===== src/rtl/dmem_wb_bridge_pkg.sv =====
// Shared constants, FSM encoding and helpers for the MEM-stage Wishbone bridge.
package dmem_wb_bridge_pkg;

    localparam int unsigned RegBusW              = 32;
    localparam int unsigned WbSelW               = 4;
    localparam int unsigned StallW               = 6;
    localparam int unsigned DefaultTimeoutCycles = 255;

    localparam logic [RegBusW-1:0] ZeroWord    = '0;
    localparam logic               ChipEnable  = 1'b1;
    localparam logic               WriteEnable = 1'b1;

    typedef enum logic [1:0] {
        StIdle = 2'b00,
        StBusy = 2'b01,
        StHold = 2'b10
    } state_e;

    // Counter width able to hold 0 .. cycles-1.
    function automatic int unsigned cnt_width(input int unsigned cycles);
        return (cycles > 2) ? $clog2(cycles) : 1;
    endfunction

endpackage


===== src/rtl/dmem_wb_bridge_if.sv =====
// Wishbone B4 classic data bus between the bridge (master) and a slave.
interface dmem_wb_bridge_if;
    import dmem_wb_bridge_pkg::*;

    logic [RegBusW-1:0] wb_adr_o;
    logic [RegBusW-1:0] wb_dat_o;
    logic [WbSelW-1:0]  wb_sel_o;
    logic               wb_we_o;
    logic               wb_stb_o;
    logic               wb_cyc_o;
    logic [RegBusW-1:0] wb_dat_i;
    logic               wb_ack_i;
    logic               wb_err_i;

    modport master (
        output wb_adr_o, wb_dat_o, wb_sel_o, wb_we_o, wb_stb_o, wb_cyc_o,
        input  wb_dat_i, wb_ack_i, wb_err_i
    );

    modport slave (
        input  wb_adr_o, wb_dat_o, wb_sel_o, wb_we_o, wb_stb_o, wb_cyc_o,
        output wb_dat_i, wb_ack_i, wb_err_i
    );

endinterface


===== src/rtl/wb_timeout_counter.sv =====
// Clear/enable cycle counter with a terminal-count flag at TIMEOUT_CYCLES-1.
module wb_timeout_counter
    import dmem_wb_bridge_pkg::*;
#(
    parameter int unsigned TIMEOUT_CYCLES = DefaultTimeoutCycles
) (
    input  logic clk,
    input  logic rst_n,
    input  logic clr_i,
    input  logic en_i,
    output logic tc_o
);

    localparam int unsigned     CntW    = cnt_width(TIMEOUT_CYCLES);
    localparam logic [CntW-1:0] TermCnt = CntW'(TIMEOUT_CYCLES - 1);

    logic [CntW-1:0] r_cnt;

    always_ff @(posedge clk or negedge rst_n) begin
        if (!rst_n) begin
            r_cnt <= '0;
        end else if (clr_i) begin
            r_cnt <= '0;
        end else if (en_i) begin
            r_cnt <= r_cnt + CntW'(1);
        end
    end

    assign tc_o = (r_cnt == TermCnt);

endmodule


===== src/rtl/dmem_wb_bridge.sv =====
// Converts single-cycle MEM-stage requests into Wishbone classic cycles, stalling until done
// and holding load data while the MEM stage stays frozen.
module dmem_wb_bridge
    import dmem_wb_bridge_pkg::*;
#(
    parameter int unsigned TIMEOUT_CYCLES = DefaultTimeoutCycles,
    parameter int unsigned MEM_STALL_BIT  = 4
) (
    input  logic               clk,
    input  logic               rst_n,
    input  logic [StallW-1:0]  stall_i,
    input  logic               flush_i,
    input  logic               cpu_ce_i,
    input  logic               cpu_we_i,
    input  logic [RegBusW-1:0] cpu_addr_i,
    input  logic [WbSelW-1:0]  cpu_sel_i,
    input  logic [RegBusW-1:0] cpu_data_i,
    output logic [RegBusW-1:0] cpu_data_o,
    output logic               stallreq_o,
    output logic               bus_err_o,
    dmem_wb_bridge_if.master   wb
);

    state_e             r_state;
    state_e             w_state_nxt;
    logic [RegBusW-1:0] r_wb_adr;
    logic [RegBusW-1:0] r_wb_dat;
    logic [WbSelW-1:0]  r_wb_sel;
    logic               r_wb_we;
    logic               r_wb_cyc;
    logic [RegBusW-1:0] r_hold;
    logic               r_bus_err;

    logic w_mem_stall;
    logic w_busy;
    logic w_start;
    logic w_ack;
    logic w_err;
    logic w_tc;
    logic w_tmo;
    logic w_done;
    logic w_rd_ack;

    assign w_mem_stall = stall_i[MEM_STALL_BIT];
    assign w_busy      = (r_state == StBusy);
    assign w_start     = (r_state == StIdle) && (cpu_ce_i == ChipEnable) && !flush_i;
    // Ack wins over a simultaneous err; timeout only fires with no termination at all.
    assign w_ack       = w_busy && wb.wb_ack_i;
    assign w_err       = w_busy && !wb.wb_ack_i && wb.wb_err_i;
    assign w_tmo       = w_busy && !wb.wb_ack_i && !wb.wb_err_i && w_tc;
    assign w_done      = w_ack || w_err || w_tmo;
    assign w_rd_ack    = w_ack && (r_wb_we != WriteEnable);

    wb_timeout_counter #(
        .TIMEOUT_CYCLES (TIMEOUT_CYCLES)
    ) u_timeout (
        .clk   (clk),
        .rst_n (rst_n),
        .clr_i (w_start),
        .en_i  (w_busy && !w_done && !flush_i),
        .tc_o  (w_tc)
    );

    always_ff @(posedge clk or negedge rst_n) begin
        if (!rst_n) begin
            r_state <= StIdle;
        end else begin
            r_state <= w_state_nxt;
        end
    end

    always_comb begin
        w_state_nxt = r_state;
        stallreq_o  = 1'b0;
        cpu_data_o  = ZeroWord;
        unique case (r_state)
            StIdle: begin
                stallreq_o = w_start;
                if (w_start) begin
                    w_state_nxt = StBusy;
                end
            end
            StBusy: begin
                if (flush_i) begin
                    w_state_nxt = StIdle;
                end else begin
                    stallreq_o = !w_done;
                    if (w_done) begin
                        w_state_nxt = w_mem_stall ? StHold : StIdle;
                    end
                    if (w_rd_ack) begin
                        cpu_data_o = wb.wb_dat_i;
                    end
                end
            end
            StHold: begin
                cpu_data_o = r_hold;
                if (!w_mem_stall || flush_i) begin
                    w_state_nxt = StIdle;
                end
            end
            default: begin
                w_state_nxt = StIdle;
            end
        endcase
        // Combinational request must not leak out while the core is held in reset.
        if (!rst_n) begin
            stallreq_o = 1'b0;
        end
    end

    always_ff @(posedge clk or negedge rst_n) begin
        if (!rst_n) begin
            r_wb_adr  <= ZeroWord;
            r_wb_dat  <= ZeroWord;
            r_wb_sel  <= '0;
            r_wb_we   <= 1'b0;
            r_wb_cyc  <= 1'b0;
            r_hold    <= ZeroWord;
            r_bus_err <= 1'b0;
        end else begin
            r_bus_err <= 1'b0;
            if (w_start) begin
                r_wb_adr <= cpu_addr_i;
                r_wb_dat <= cpu_data_i;
                r_wb_sel <= cpu_sel_i;
                r_wb_we  <= cpu_we_i;
                r_wb_cyc <= 1'b1;
            end else if (w_busy && (flush_i || w_done)) begin
                r_wb_adr  <= ZeroWord;
                r_wb_dat  <= ZeroWord;
                r_wb_sel  <= '0;
                r_wb_we   <= 1'b0;
                r_wb_cyc  <= 1'b0;
                r_hold    <= (!flush_i && w_rd_ack) ? wb.wb_dat_i : ZeroWord;
                r_bus_err <= !flush_i && (w_err || w_tmo);
            end
        end
    end

    assign wb.wb_adr_o = r_wb_adr;
    assign wb.wb_dat_o = r_wb_dat;
    assign wb.wb_sel_o = r_wb_sel;
    assign wb.wb_we_o  = r_wb_we;
    assign wb.wb_cyc_o = r_wb_cyc;
    assign wb.wb_stb_o = r_wb_cyc;
    assign bus_err_o   = r_bus_err;

endmodule

===== src/flat_wrapper.sv =====
// flat-port wrapper written by rule: the top's interface ports become plain ports
module dmem_wb_bridge_flat import dmem_wb_bridge_pkg::*;
#(
    parameter int unsigned TIMEOUT_CYCLES = DefaultTimeoutCycles,
    parameter int unsigned MEM_STALL_BIT  = 4
)
  (clk, rst_n, stall_i, flush_i, cpu_ce_i, cpu_we_i, cpu_addr_i, cpu_sel_i, cpu_data_i, cpu_data_o, stallreq_o, bus_err_o, wb_wb_adr_o, wb_wb_dat_o, wb_wb_sel_o, wb_wb_we_o, wb_wb_stb_o, wb_wb_cyc_o, wb_wb_dat_i, wb_wb_ack_i, wb_wb_err_i);
  dmem_wb_bridge_if wb_i ();
  input  logic clk;
  input  logic rst_n;
  input  logic [StallW-1:0] stall_i;
  input  logic flush_i;
  input  logic cpu_ce_i;
  input  logic cpu_we_i;
  input  logic [RegBusW-1:0] cpu_addr_i;
  input  logic [WbSelW-1:0] cpu_sel_i;
  input  logic [RegBusW-1:0] cpu_data_i;
  output logic [RegBusW-1:0] cpu_data_o;
  output logic stallreq_o;
  output logic bus_err_o;
  output wire logic [$bits(wb_i.wb_adr_o)-1:0] wb_wb_adr_o;
  output wire logic [$bits(wb_i.wb_dat_o)-1:0] wb_wb_dat_o;
  output wire logic [$bits(wb_i.wb_sel_o)-1:0] wb_wb_sel_o;
  output wire logic [$bits(wb_i.wb_we_o)-1:0] wb_wb_we_o;
  output wire logic [$bits(wb_i.wb_stb_o)-1:0] wb_wb_stb_o;
  output wire logic [$bits(wb_i.wb_cyc_o)-1:0] wb_wb_cyc_o;
  input wire logic [$bits(wb_i.wb_dat_i)-1:0] wb_wb_dat_i;
  input wire logic [$bits(wb_i.wb_ack_i)-1:0] wb_wb_ack_i;
  input wire logic [$bits(wb_i.wb_err_i)-1:0] wb_wb_err_i;
  assign wb_wb_adr_o = wb_i.wb_adr_o;
  assign wb_wb_dat_o = wb_i.wb_dat_o;
  assign wb_wb_sel_o = wb_i.wb_sel_o;
  assign wb_wb_we_o = wb_i.wb_we_o;
  assign wb_wb_stb_o = wb_i.wb_stb_o;
  assign wb_wb_cyc_o = wb_i.wb_cyc_o;
  assign wb_i.wb_dat_i = wb_wb_dat_i;
  assign wb_i.wb_ack_i = wb_wb_ack_i;
  assign wb_i.wb_err_i = wb_wb_err_i;
  dmem_wb_bridge #(.TIMEOUT_CYCLES(TIMEOUT_CYCLES), .MEM_STALL_BIT(MEM_STALL_BIT)) u_core (.clk(clk), .rst_n(rst_n), .stall_i(stall_i), .flush_i(flush_i), .cpu_ce_i(cpu_ce_i), .cpu_we_i(cpu_we_i), .cpu_addr_i(cpu_addr_i), .cpu_sel_i(cpu_sel_i), .cpu_data_i(cpu_data_i), .cpu_data_o(cpu_data_o), .stallreq_o(stallreq_o), .bus_err_o(bus_err_o), .wb(wb_i));
endmodule

===== config.mk =====
export PLATFORM = sky130hd
export DESIGN_NAME = dmem_wb_bridge_flat
export DESIGN_NICKNAME = d
export VERILOG_FILES = /design/src/rtl/dmem_wb_bridge_pkg.sv /design/src/rtl/dmem_wb_bridge_if.sv /design/src/rtl/wb_timeout_counter.sv /design/src/rtl/dmem_wb_bridge.sv /design/src/flat_wrapper.sv
export SDC_FILE = /design/constraint.sdc
export NUM_CORES = 1
export LEC_CHECK = 0
export CORE_UTILIZATION = 43
export DETAILED_ROUTE_END_ITERATION = 8
export HOLD_SLACK_MARGIN = 0.15
export PLACE_DENSITY = 0.8
export SYNTH_ARGS = -nofsm -noshare
export SYNTH_HDL_FRONTEND = slang
export SYNTH_SLANG_ARGS = --single-unit

===== constraint.sdc =====
create_clock -name clk -period 2.3 [get_ports clk]
set_input_delay 0.69 -clock clk [delete_from_list [all_inputs] [get_ports clk]]
set_output_delay 0.69 -clock clk [all_outputs]
set_load 0.02 [all_outputs]

==> results by group <==
Detailed routing
  – Number of vias per cell: approximately 5.4
  – Metal-1 WL: about 6800 um
  – Drt first pass iters: 6
  – DR iter-0 viols: approximately 400
  – Routed len/inst: between 15 and 20 um
  – DRC Markers: 0
  – Vias post-DR: around 5.4k
  – Post-DRT Antenna Nets: 0
  – Total routed wirelength: ~18000 um
  – Met2 wire length: roughly 9000 um
  – Highest Signal Layer: met4
  – Routed wl met3: between 1500 and 2000 um

Timing
  – Crit path time final: about 2.7 ns
  – Final hold vios: 0
  – Max_slew headroom: between 40 and 50%
  – RSZ-0062 raised after global routing: true
  – Final Skew: ~0.012 ns
  – Setup Viol. Count Final: 33
  – Final WS setup: -0.385 ns
  – WHS: between 0.4 and 0.5 ns
  – Peak Freq: 372 MHz
  – Slew Viols, Final: 0
  – Slew @ Worst Pin: about 0.77 ns
  – Final period util: 117%

Finish
  – Most frequent cells in the layout: 176 x nand2_1, 175 x clkdlybuf4s50_1, 113 x dfrtp_1
  – Synth-to-Final Area Change: 69.4%
  – Final #Nets: between 900 and 1k
  – Layout cell share with drive strength beyond 1: between 20% and 30%
  – Antenna Cells: 0
  – Commonest non-fill, non-tap cell in the layout: nand2_1
  – # fillers: around 800

Die
  – Die Footprint: 12700 um^2
  – Initial core utilization: 44.0%
  – Core area: between 10000 and 15000 um^2
  – Die W: about 110 um
  – Core Rows: 40
  – Die Height: 113 um
  – IO Pins: roughly 220

Critical path
  – Critical path arrival: 1.99 ns
  – Critical path type: in2out
  – Worst EP required: about 1.6 ns
  – Worst Setup SP: flush_i
  – CP max FO: 7
  – Worst R2R Start: u_core.r_state[0]
  – Crit start category: input port
  – Crit. End Element: output port

Flow run
  – Max-cap viol count: 0

Synthesis
  – Synth Cell Area: 5280 um^2
  – Seq/Total Area, Yosys: a little over half
  – Synth top area share: a little over half
  – Syn nets: 712
  – Synth warn: 0
  – Top area cells in the synthesized netlist: dfrtp_1 54%, nand2_1 13%, o21ai_0 8.2%
  – Synthesized area per cell: about 8.9 um^2
  – Synth Instances: around 590
  – Synth Register Bits: between 100 and 150
  – Post-synth top area cell: dfrtp_1
  – Post-synth cell types: 40

Worst hold path
  – Hold crit path type: in2async

Global routing
  – Antenna violations before repair: 0
  – Total GRT Usage: 26.3%
  – Overflow after GRT: 0
  – Largest net degree at the start of global routing: 64
  – Vias in the first global route: about 5.3k
  – First-pass GRT wire length: between 20000 and 30000 um

Placed design
  – Worst slack, placed: -1.00 ns
  – Placer Congestion: ~0.81
  – Port Buffer Count: 212
  – DP HPWL: roughly 10000 um

CTS
  – Clock Root Buffer: clkbuf_16
  – CTS clock-pin slew for the worst setup and hold paths: about 0.06 ns
  – Clock sinks: roughly 110
  – CTS buffer count: 17
  – H-tree Lvls: 4
  – Clk buf depth: 2
  – CTS tree: built
  – Worst-Skew Late Latency: 0.40 ns

Pwr
  – Peak supply drop: between 0.6 and 0.7 mV
  – Power density over the cells: around 1200 nW/um^2
  – Lkg Pwr: 0.00387 uW
  – Power Total: around 10000 uW

Run status
  – Outcome: finished with violations
  – Failing checks: setup timing
area by class of cell:
cell class              instances  area [um^2]  area share, %
inverters                       6         22.5          0.252
flip-flops and latches        113         2830           31.6
repair buffers                266         2800           31.3
multi-input cells             425         2470           27.6
clock inverters                 8          151           1.69
well taps                     147          184           2.05
clock buffers                  23          488           5.45
stage by stage:
stage / cells / utilization (%) / area, um^2 / TNS (ns)
final: 988 / 74.5 / 8950 / -10.70
after global routing: 988 / 74.5 / 8950 / -13.74
after CTS: 986 / 72.3 / 8680 / -11.08
after detailed placement: 939 / 64.7 / 7770 / -97.41
after global placement: 939 / 64.7 / 7770 / -88.58
after floorplan: 593 / - / 5350 / 0
state kept, by name (all words and copies together) (netlist names):
| register | count |
|---|---|
| u_core.r_state | 2 |
| u_core.wb.wb_sel_o | 4 |
| u_core.wb.wb_adr_o | 32 |
| u_core.r_hold | 32 |
| u_core.wb.wb_cyc_o | 1 |
| u_core.u_timeout.r_cnt | 8 |
| u_core.bus_err_o | 1 |
| u_core.wb.wb_we_o | 1 |
| u_core.wb.wb_dat_o | 32 |
worst max-delay path, stage by stage:
cell and delay (ns):
dlygate4sd2_1 0.31, nor3_4 0.23, buf_6 0.14, buf_12 0.11, buf_12 0.13, a22oi_2 0.07
nor2b_2 0.17, buf_6 0.14
per-layer routing:
metal  vias up  global-route usage (%)
met3        34                    9.21
met2       304                    44.5
li1       2467                       -
met1      2570                    30.6
met4         0                    10.2
met5         -                       0
where the power goes:
part           switching, uW  internal [uW]
Combinational           2360           2160
Clock                    890           1920
Sequential               433           2640
Total                   3680           6730
final timing paths:
kind / endpoint / slack (ns) / depth (start not counted)
max in group asynchronous: u_core.wb.wb_dat_o[31] / 0.63 / 3
worst min register to register: u_core.wb.wb_dat_o[13] / 0.52 / 2
min in group clk: u_core.wb.wb_dat_o[13] / 0.52 / 2
worst max register to register: u_core.wb.wb_adr_o[15] / 0.19 / 7
worst max-delay path: cpu_data_o[1] / -0.38 / 8
worst min-delay path: u_core.r_hold[2] / 0.43 / 2
cells by family after synthesis:
kind of cell,share of synthesized area (%)
and+or+nand+nor,22.8
muxes,0.213
DFF,53.5
AOI/OAI and AO/OA,16.4
xor gates and xnor gates,0.663
buffers and inverters,5.00
adders and majority gates,1.42
synth_stat cells (all sizes together):
library cell  instances
or4                   1
and2                  1
o21ai               104
ha                    6
o311ai                2
nand4                 2
nor3                  2
xnor2                 1
a32o                  1
nor2b                33
mux2                  1
clkbuf               14
xor2                  3
nor2                  6
a21oi                 2
nand2b                3
dfrtp               113
a22oi                33
and2b                 1
buf                  35
o41ai                 2
nand3                34
o211ai                2
o21a                  2
or2                   1
nor4b                 2
nand3b                1
o2111ai               1
nand2               177
nand4bb               1
inv                   6
timing repair:
item / CTS / global route
pin swaps: 3 / 3
endpoints found under the setup margin: 111 / 111
gates cloned: 6 / 3
setup buffers: 10 / 3
hold buffers: 0 / 0
gates resized for setup: 196 / 54
hold endpoints to repair: 0 / 0
Note: power is estimated with default switching activity, not from simulation.
